$ cat src/rtl/retire_trace_pkg.sv
// Shared widths, the packed retirement record, and the rules that turn raw
// tap signals into a record.
package retire_trace_pkg;

    localparam int XLEN      = 32;
    localparam int PRIV_W    = 3;
    localparam int REG_W     = 5;
    localparam int SEQ_MAX_W = 32;

    typedef struct packed {
        logic [SEQ_MAX_W-1:0] seq;
        logic                 gap;
        logic                 excpt;
        logic [PRIV_W-1:0]    priv_mode;
        logic [XLEN-1:0]      pc;
        logic [XLEN-1:0]      inst;
        logic                 wr_valid;
        logic [REG_W-1:0]     wrdst;
        logic [XLEN-1:0]      wrdata;
        logic [XLEN-1:0]      timer;
    } retire_rec_t;

    // Writes to x0 and writes on an excepting instruction are not architectural.
    function automatic retire_rec_t make_rec(
        input logic [SEQ_MAX_W-1:0] seq,
        input logic                 gap,
        input logic                 excpt,
        input logic [PRIV_W-1:0]    priv_mode,
        input logic [XLEN-1:0]      pc,
        input logic [XLEN-1:0]      inst,
        input logic                 wrenx,
        input logic [REG_W-1:0]     wrdst,
        input logic [XLEN-1:0]      wrdata,
        input logic [XLEN-1:0]      timer
    );
        retire_rec_t r;
        logic        wv;
        wv          = wrenx & (wrdst != '0) & ~excpt;
        r.seq       = seq;
        r.gap       = gap;
        r.excpt     = excpt;
        r.priv_mode = priv_mode;
        r.pc        = pc;
        r.inst      = inst;
        r.wr_valid  = wv;
        r.wrdst     = wv ? wrdst : '0;
        r.wrdata    = wv ? wrdata : '0;
        r.timer     = timer;
        return r;
    endfunction

endpackage

$ cat src/rtl/retire_trace_fifo_ring_buf.sv
// Circular register-array buffer with push/pop, occupancy and a
// combinational head read.
module trace_ring_buf #(
    parameter type T     = logic [7:0],
    parameter int  DEPTH = 16
) (
    input  logic                     clock,
    input  logic                     reset,
    input  logic                     push,
    input  logic                     pop,
    input  T                         wdata,
    output T                         head,
    output logic [$clog2(DEPTH):0]   level
);
    localparam int PW = $clog2(DEPTH);
    localparam int LW = PW + 1;

    T               mem [DEPTH];
    logic [PW-1:0]  wr_ptr;
    logic [PW-1:0]  rd_ptr;

    // Pointers wrap naturally because DEPTH is a power of two.
    always_ff @(posedge clock) begin
        if (!reset) begin
            wr_ptr <= '0;
            rd_ptr <= '0;
            level  <= '0;
        end else begin
            if (push) wr_ptr <= wr_ptr + PW'(1);
            if (pop)  rd_ptr <= rd_ptr + PW'(1);
            case ({push, pop})
                2'b10:   level <= level + LW'(1);
                2'b01:   level <= level - LW'(1);
                default: level <= level;
            endcase
        end
    end

    always_ff @(posedge clock) begin
        if (push) mem[wr_ptr] <= wdata;
    end

    assign head = mem[rd_ptr];

    always_ff @(posedge clock) begin
        if (reset) begin
            assert (level <= LW'(DEPTH));
            assert (!(pop && level == '0));
        end
    end

endmodule

$ cat src/rtl/retire_trace_fifo.sv
// Captures retirement trace events into sequence-numbered records, buffers
// them, and accounts for records dropped under backpressure.
module retire_trace_fifo
    import retire_trace_pkg::*;
#(
    parameter int DEPTH = 16,
    parameter int SEQ_W = 32
) (
    input  logic                     clock,
    input  logic                     reset,
    input  logic                     capture_en,
    input  logic                     in_valid,
    input  logic                     in_excpt,
    input  logic [PRIV_W-1:0]        in_priv_mode,
    input  logic [XLEN-1:0]          in_pc,
    input  logic [XLEN-1:0]          in_inst,
    input  logic [REG_W-1:0]         in_wrdst,
    input  logic [XLEN-1:0]          in_wrdata,
    input  logic                     in_wrenx,
    input  logic [XLEN-1:0]          in_timer,
    output logic                     out_valid,
    input  logic                     out_ready,
    output logic [SEQ_W-1:0]         out_seq,
    output logic                     out_gap,
    output logic                     out_excpt,
    output logic [PRIV_W-1:0]        out_priv_mode,
    output logic [XLEN-1:0]          out_pc,
    output logic [XLEN-1:0]          out_inst,
    output logic                     out_wr_valid,
    output logic [REG_W-1:0]         out_wrdst,
    output logic [XLEN-1:0]          out_wrdata,
    output logic [XLEN-1:0]          out_timer,
    output logic [$clog2(DEPTH):0]   level,
    output logic [31:0]              drop_count
);
    localparam int LW = $clog2(DEPTH) + 1;
    localparam logic [LW-1:0] FULL = LW'(DEPTH);

    logic              cap_event;
    logic              push;
    logic              pop;
    logic              drop;
    logic [SEQ_W-1:0]  seq;
    logic              pending_gap;
    retire_rec_t       new_rec;
    retire_rec_t       head;
    retire_rec_t       shown;

    assign cap_event = capture_en & (in_valid | in_excpt);
    assign out_valid = (level != '0);
    assign pop       = out_valid & out_ready;
    // A full buffer being drained this cycle still has room for the new record.
    assign push      = cap_event & ((level < FULL) | pop);
    assign drop      = cap_event & ~push;

    assign new_rec = make_rec(SEQ_MAX_W'(seq), pending_gap, in_excpt, in_priv_mode,
                              in_pc, in_inst, in_wrenx, in_wrdst, in_wrdata, in_timer);

    always_ff @(posedge clock) begin
        if (!reset) begin
            seq         <= '0;
            pending_gap <= 1'b0;
            drop_count  <= '0;
        end else begin
            if (cap_event) seq <= seq + SEQ_W'(1);
            if (drop) pending_gap <= 1'b1;
            else if (push) pending_gap <= 1'b0;
            if (drop && drop_count != '1) drop_count <= drop_count + 32'd1;
        end
    end

    trace_ring_buf #(
        .T     (retire_rec_t),
        .DEPTH (DEPTH)
    ) u_ring (
        .clock (clock),
        .reset (reset),
        .push  (push),
        .pop   (pop),
        .wdata (new_rec),
        .head  (head),
        .level (level)
    );

    // Stale storage never leaks onto the output while the buffer is empty.
    assign shown         = out_valid ? head : '0;
    assign out_seq       = shown.seq[SEQ_W-1:0];
    assign out_gap       = shown.gap;
    assign out_excpt     = shown.excpt;
    assign out_priv_mode = shown.priv_mode;
    assign out_pc        = shown.pc;
    assign out_inst      = shown.inst;
    assign out_wr_valid  = shown.wr_valid;
    assign out_wrdst     = shown.wrdst;
    assign out_wrdata    = shown.wrdata;
    assign out_timer     = shown.timer;

    always_ff @(posedge clock) begin
        if (reset) begin
            assert (!(in_valid && in_excpt))
                else $warning("in_valid and in_excpt asserted together");
        end
    end

endmodule

$ cat config.mk
export PLATFORM = sky130hd
export DESIGN_NAME = retire_trace_fifo
export DESIGN_NICKNAME = d
export VERILOG_FILES = /design/src/rtl/retire_trace_pkg.sv /design/src/rtl/retire_trace_fifo_ring_buf.sv /design/src/rtl/retire_trace_fifo.sv
export SDC_FILE = /design/constraint.sdc
export NUM_CORES = 2
export LEC_CHECK = 0
export BUFFER_PORTS_ARGS = -buffer_cell sky130_fd_sc_hd__clkbuf_2
export CAP_MARGIN = 0
export CELL_PAD_IN_SITES_DETAIL_PLACEMENT = 1
export CELL_PAD_IN_SITES_GLOBAL_PLACEMENT = 1
export CORE_ASPECT_RATIO = 1.1
export CORE_MARGIN = 2
export CORE_UTILIZATION = 30
export DETAILED_ROUTE_END_ITERATION = 8
export PLACE_DENSITY = 0.5
export SLEW_MARGIN = 10
export SYNTH_ARGS = -nofsm -noshare
export SYNTH_HDL_FRONTEND = slang
export SYNTH_SLANG_ARGS = --single-unit
$ cat constraint.sdc
create_clock -name clock -period 17.7 [get_ports clock]
set_input_delay 3.54 -clock clock [delete_from_list [all_inputs] [get_ports clock]]
set_output_delay 3.54 -clock clock [all_outputs]
set_load 0.01 [all_outputs]
Word-level counts from Yosys, hierarchy flattened
Memories as Yosys holds them, arrays and structs flattened. A register that Yosys moved wholly into a read port is not among the register bits.
Index checks and enable logic that the tools add are counted.
{ "totals": {"register_bits": 78, "latch_bits": 0, "ramBits": 2736, "romBits": 0, "output_inout_bits": 209, "word_cells": 42, "n_memories": 1} }
{ "mem_list": {"columns": ["memory", "depth", "word_bits", "rd", "rd_ports_with_merged_regs", "wr", "line_no", "text"], "rows": [
  ["u_ring.mem", 16, 171, 1, 1, 1, "retire_trace_fifo_ring_buf.sv:18", "T mem [DEPTH];"]
]} }
{ "op_classes": {"addsub": 6, "multipliers": 0, "div_mod_pow": 0, "n_lt_le_gt_ge": 1, "n_eq_ne": 3, "shifts": 0, "mux": 10, "bitwise_logic": 10, "reduce_logical": 5} }
{ "ops": {"columns": ["operator", "count"], "rows": [
  ["$mux W171", 1],
  ["$add A32 B1 Y32 const B", 2],
  ["$mux W32", 1],
  ["$ne A32 B32 Y1 const B", 1],
  ["$pmux W5 S2", 1],
  ["$reduce_bool A5 Y1", 2],
  ["$add A4 B1 Y4 const B", 2],
  ["$mux W4", 2],
  ["$and A1 B1 Y1", 6],
  ["$add A5 B1 Y5 const B", 1],
  ["$lt A5 B5 Y1 const B", 1],
  ["$mux W5", 1],
  ["$sub A5 B1 Y5 const B", 1],
  ["$mux W1", 4],
  ["$reduce_bool A2 Y1", 2],
  ["$eq A2 B1 Y1 const B", 1],
  ["$eq A2 B2 Y1 const B", 1],
  ["$not A1 Y1", 2],
  ["$or A1 B1 Y1", 2],
  ["$logic_and A1 B1 Y1", 1]
]} }

Depth between registers and ports, before layout
{ "depth": {"depth_word": 7, "ltp_mapped": 12, "ltp_nobuf": 10} }

By module
A second synthesis with hierarchy kept.
{ "hier_totals": {"cells_unflattened": 4895, "area_unflattened_um2": 107471.8} }
{ "by_module_without_submodules": {"columns": ["module", "n_inst", "cells_each", "area_per_inst_um2", "seq_area_each_um2"], "rows": [
  ["trace_ring_buf", 1, 4281, 102891.2, 82499.1],
  ["retire_trace_fifo", 1, 614, 4580.6, 1301.2]
]} }

Worst setup path after synthesis
No wires, ideal clock.
{ "synth_path": {"path_kind": "in2reg", "start": "input in_excpt", "end": "memory u_ring.mem[3][0] (netlist name), enable pin", "setup_ns": 0.910, "t_arrival_ns": 15.840, "required_ns": 16.790, "setup_slack_ns": 0.950, "cell_stages": 4, "path_cell_list": "o21ai_0 nor2_1 nand2_1 nor3_1"} }
{ "synth_via": {"elab_chain_len": 5} }
{ "synth_rtl": {"columns": ["element", "line_no", "text"], "rows": [
  ["start, declared", "retire_trace_fifo.sv:13", "input logic in_excpt,"],
  ["$or A1 B1 Y1", "retire_trace_fifo.sv:49", "assign cap_event = capture_en & (in_valid | in_excpt);"],
  ["$and A1 B1 Y1", "retire_trace_fifo.sv:49", null],
  ["$and A1 B1 Y1", "retire_trace_fifo.sv:53", "assign push = cap_event & ((level < FULL) | pop);"],
  ["$mux W1", "retire_trace_fifo_ring_buf.sv:40", "if (push) mem[wr_ptr] <= wdata;"],
  ["$mux W1 (implied by the code)", "retire_trace_fifo_ring_buf.sv:40", null],
  ["end, declared", "retire_trace_fifo_ring_buf.sv:18", null]
]} }
No other way between the ends.

==> results by group <==
Global route
  • Gr usage total: 15.9%
  • GR peak layer: met2
  • Vias in the first global route: 55.3k
  • Largest net degree at the start of global routing: 147
  • Met1 Track Usage GR: 21.3%
  • Met3 Use GR: 2.76%
  • Global-route wire length before repair: 417,000 um
  • Initial antenna violation count: 47
  • Global route overflow: 0
  • Met2 Use GR: 27.1%

Die
  • # rows: 230
  • Horiz. Die Dim: 576 um
  • Initial Util: 30.2%
  • Placeable Area: 357,000 um2
  • # IOs: 352
  • Die area: 364,000 um2
  • Die height: 633 um

STA
  • Final Cycle Share: 53.3%
  • Post-route setup TNS: 0 ns
  • Hold_ws: 0.492 ns
  • Rel. slew slack: 28.3%
  • Fin crit period: 9.43 ns
  • Worst Max-Slew Pin Slew: 1.08 ns
  • Final setup fails: 0
  • Final Skew: 0.0546 ns
  • Final Max Slew Viols: 0
  • Fmax achieved: 106 MHz
  • Final setup margin: 8.27 ns
  • RSZ-0062 raised after global routing: no
  • Hold Fails Final Rpt: 0

Placement
  • Pre-CTS setup slack: 8.93 ns
  • Final Wtd Congestion: 0.681
  • Dpl hpwl: 147,000 um
  • # port buffers: 351

Synthesis
  • Synth top cells by count: edfxtp_1 (2,736), mux4_2 (855), and2_1 (210)
  • Synth Instances: 4,515
  • Synth area leader: edfxtp_1
  • Mapped cell area: 108,000 um2
  • Async set-reset flop share out of synthesis: 0%
  • Synth area leaders: edfxtp_1 (76%), mux4_2 (18%), dfxtp_1 (1.5%)
  • Synthesized area per cell: 23.9 um2
  • Number of synthesized register bits: 2,818
  • Seq/Total Area, Yosys: 77.7%
  • Syn_nets: 4,668
  • Area share of the largest cell type after synthesis: 76.2%
  • Post-synth EDFFs: 2,736
  • Count leader, synth: edfxtp_1
  • YS warnings: 0
  • Post-synth cell types: 47
  • Synth Flop Type: edfxtp_1

Routing
  • Drt total wl: 291,000 um
  • Vias: 49.6k
  • DRC viols: 0
  • Vias per cell: 4.93
  • Drt pass-1 iters: 5
  • DRT iter0 DRCs: 4,117
  • Post-route ant nets: 0
  • WL/cell: 28.9 um

Cells and area
  • Ratio of cells with drive above 1 in the final layout: 33.5%
  • Fill count: 34.5k
  • Layout area overhead: 16.5%
  • Number of nets in the layout: 5,206

Setup path
  • Setup slack, reg-to-reg: 13.34 ns
  • R2R cell count: 7
  • Largest stage delay, worst path: 0.91 ns
  • Crit path DAT: 5.89 ns
  • Worst R2R Start: u_ring.level[4]
  • WP data required: 14.16 ns
  • Crit path cell chain: buf_4 -> buf_12 -> buf_4 -> mux4_2 -> mux4_2 -> and2_1 -> clkbuf_2
  • Critical path fanouts, max: 104
  • Crit path max-delay family: buffers and inverters
  • End of the worst register-to-register path: u_ring.mem[11][81]
  • Setup Crit Path Kind: reg2out
  • Worst setup EP type: output port
  • CP startpoint kind: flop
  • Bufs and invs on worst path: 4
  • Crit-path slowest cell: dfxtp_4

Worst hold path
  • Worst hold path class: reg2reg
  • Worst Min Path Start: drop_count[31]
  • Hold Path Stages: 2
  • Worst Hold End: drop_count[31]

Power and ir drop
  • Peak VDD IR: 88.2 uV
  • Power per cell area: 131 nW/um2
  • Leakage power: 38.6 nW
  • Total power: 0.0165 W

Clocking
  • Hold_buf cts: 0
  • TritonCTS buffer count: 317
  • Num Clock Sinks: 2,818
  • Postcts setup bufs: 0
  • Clock Root Buffer: clkbuf_16
  • H-Tree Depth: 5
  • Clock buffer depth: 4
  • Worst skew pair latency: 0.94 ns
  • Post-CTS sizing: 0
  • Clock Pin Slew Worst Setup and Hold Paths: 0.06 ns
  • TritonCTS clock tree: yes

Run
  • Max_cap viols: 0

Outcome
  • Outcome: completed
-- flip-flops by register name (all words and copies together) (netlist names), named ones only --
signal,cells
u_ring.mem,2736
drop_count,32
u_ring.level,5
seq,32
u_ring.wr_ptr,4
pending_gap,1
u_ring.rd_ptr,4
-- cell families after synthesis --
logic type	share of synthesized area (%)
simple gates	2.44
xor+xnor	0.284
buf+inv	1.08
mux	17.9
flops	77.7
compound gates	0.450
fa+ha+maj	0.116
-- cell usage in the layout, fill, tap and decap left out, types with 8 or more instances in the layout --
cell type and n:
buf_4 85, o21ai_0 17, buf_12 18, clkinv_1 56, clkbuf_16 319, clkbuf_1 73
clkinvlp_4 8, o31ai_1 19, ha_1 10, mux4_2 855, xnor2_1 17, nor2_4 12
nand3_1 31, nand4_1 18, nand2b_1 13, nor2_1 49, diode_2 12, bufinv_16 23
xor2_1 18, clkbuf_2 351, clkinv_2 57, or4_1 15, and2_1 210, or3_1 14
nand2_1 47, inv_6 9, edfxtp_1 2736, a21oi_1 30, nor3_1 16, inv_1 12
dfxtp_1 78, mux2i_1 10
-- metrics by stage --
stage	instances	util (%)	area, um2
2_1_floorplan	4515	-	108000
3_3_place_gp	9490	32.3	116000
3_5_place_dp	9490	32.3	116000
4_1_cts	10100	35.2	126000
5_1_grt	10100	35.2	126000
6_report	10100	35.2	126000
-- worst min-delay path: stages (launching register included) --
cell and delay [ns]:
dfxtp_1 0.33, nand2_1 0.06, mux2i_1 0.06
-- metal layers --
layer  share of wire, %  vias to the layer above  wire, um
met5              0.059                        -       172
met4                1.8                       28      5290
met3                4.7                      384     13700
met2                 50                     1103    146000
met1                 43                    27700    126000
li1                   -                    20400         -
-- where the power goes --
group	internal [W]	total, W	switching [W]
logic	0.00116	0.00259	0.00143
registers	0.00741	0.00747	0.0000580
clock network	0.00369	0.00641	0.00272
-- area by class of cell --
class                           count  area, um2  share of cell area [%]
Tap cell                         4756       5950                    4.73
Multi-Input combinational cell   1449      23000                    18.3
Sequential cell                  2818      83800                    66.7
Clock buffer                      396       8310                    6.61
Timing Repair Buffer              454       2760                    2.19
Clock inverter                    173       1740                    1.38
Inverter                           13       48.8                  0.0388
Antenna cell                       12       30.0                  0.0239
-- how the worst max path moves through the flow --
stage,start,cells after the start,slack (ns),to
floorplan,in_excpt,4,0.95,u_ring.mem[3][0]
global placement,flop,7,8.94,out_pc[23]
detailed placement,flop,7,8.93,out_pc[9]
CTS,flop,7,7.92,out_pc[9]
global route,flop,7,7.68,out_pc[23]
finish,flop,7,8.27,out_pc[23]
Note: power is estimated with default switching activity, not from simulation.
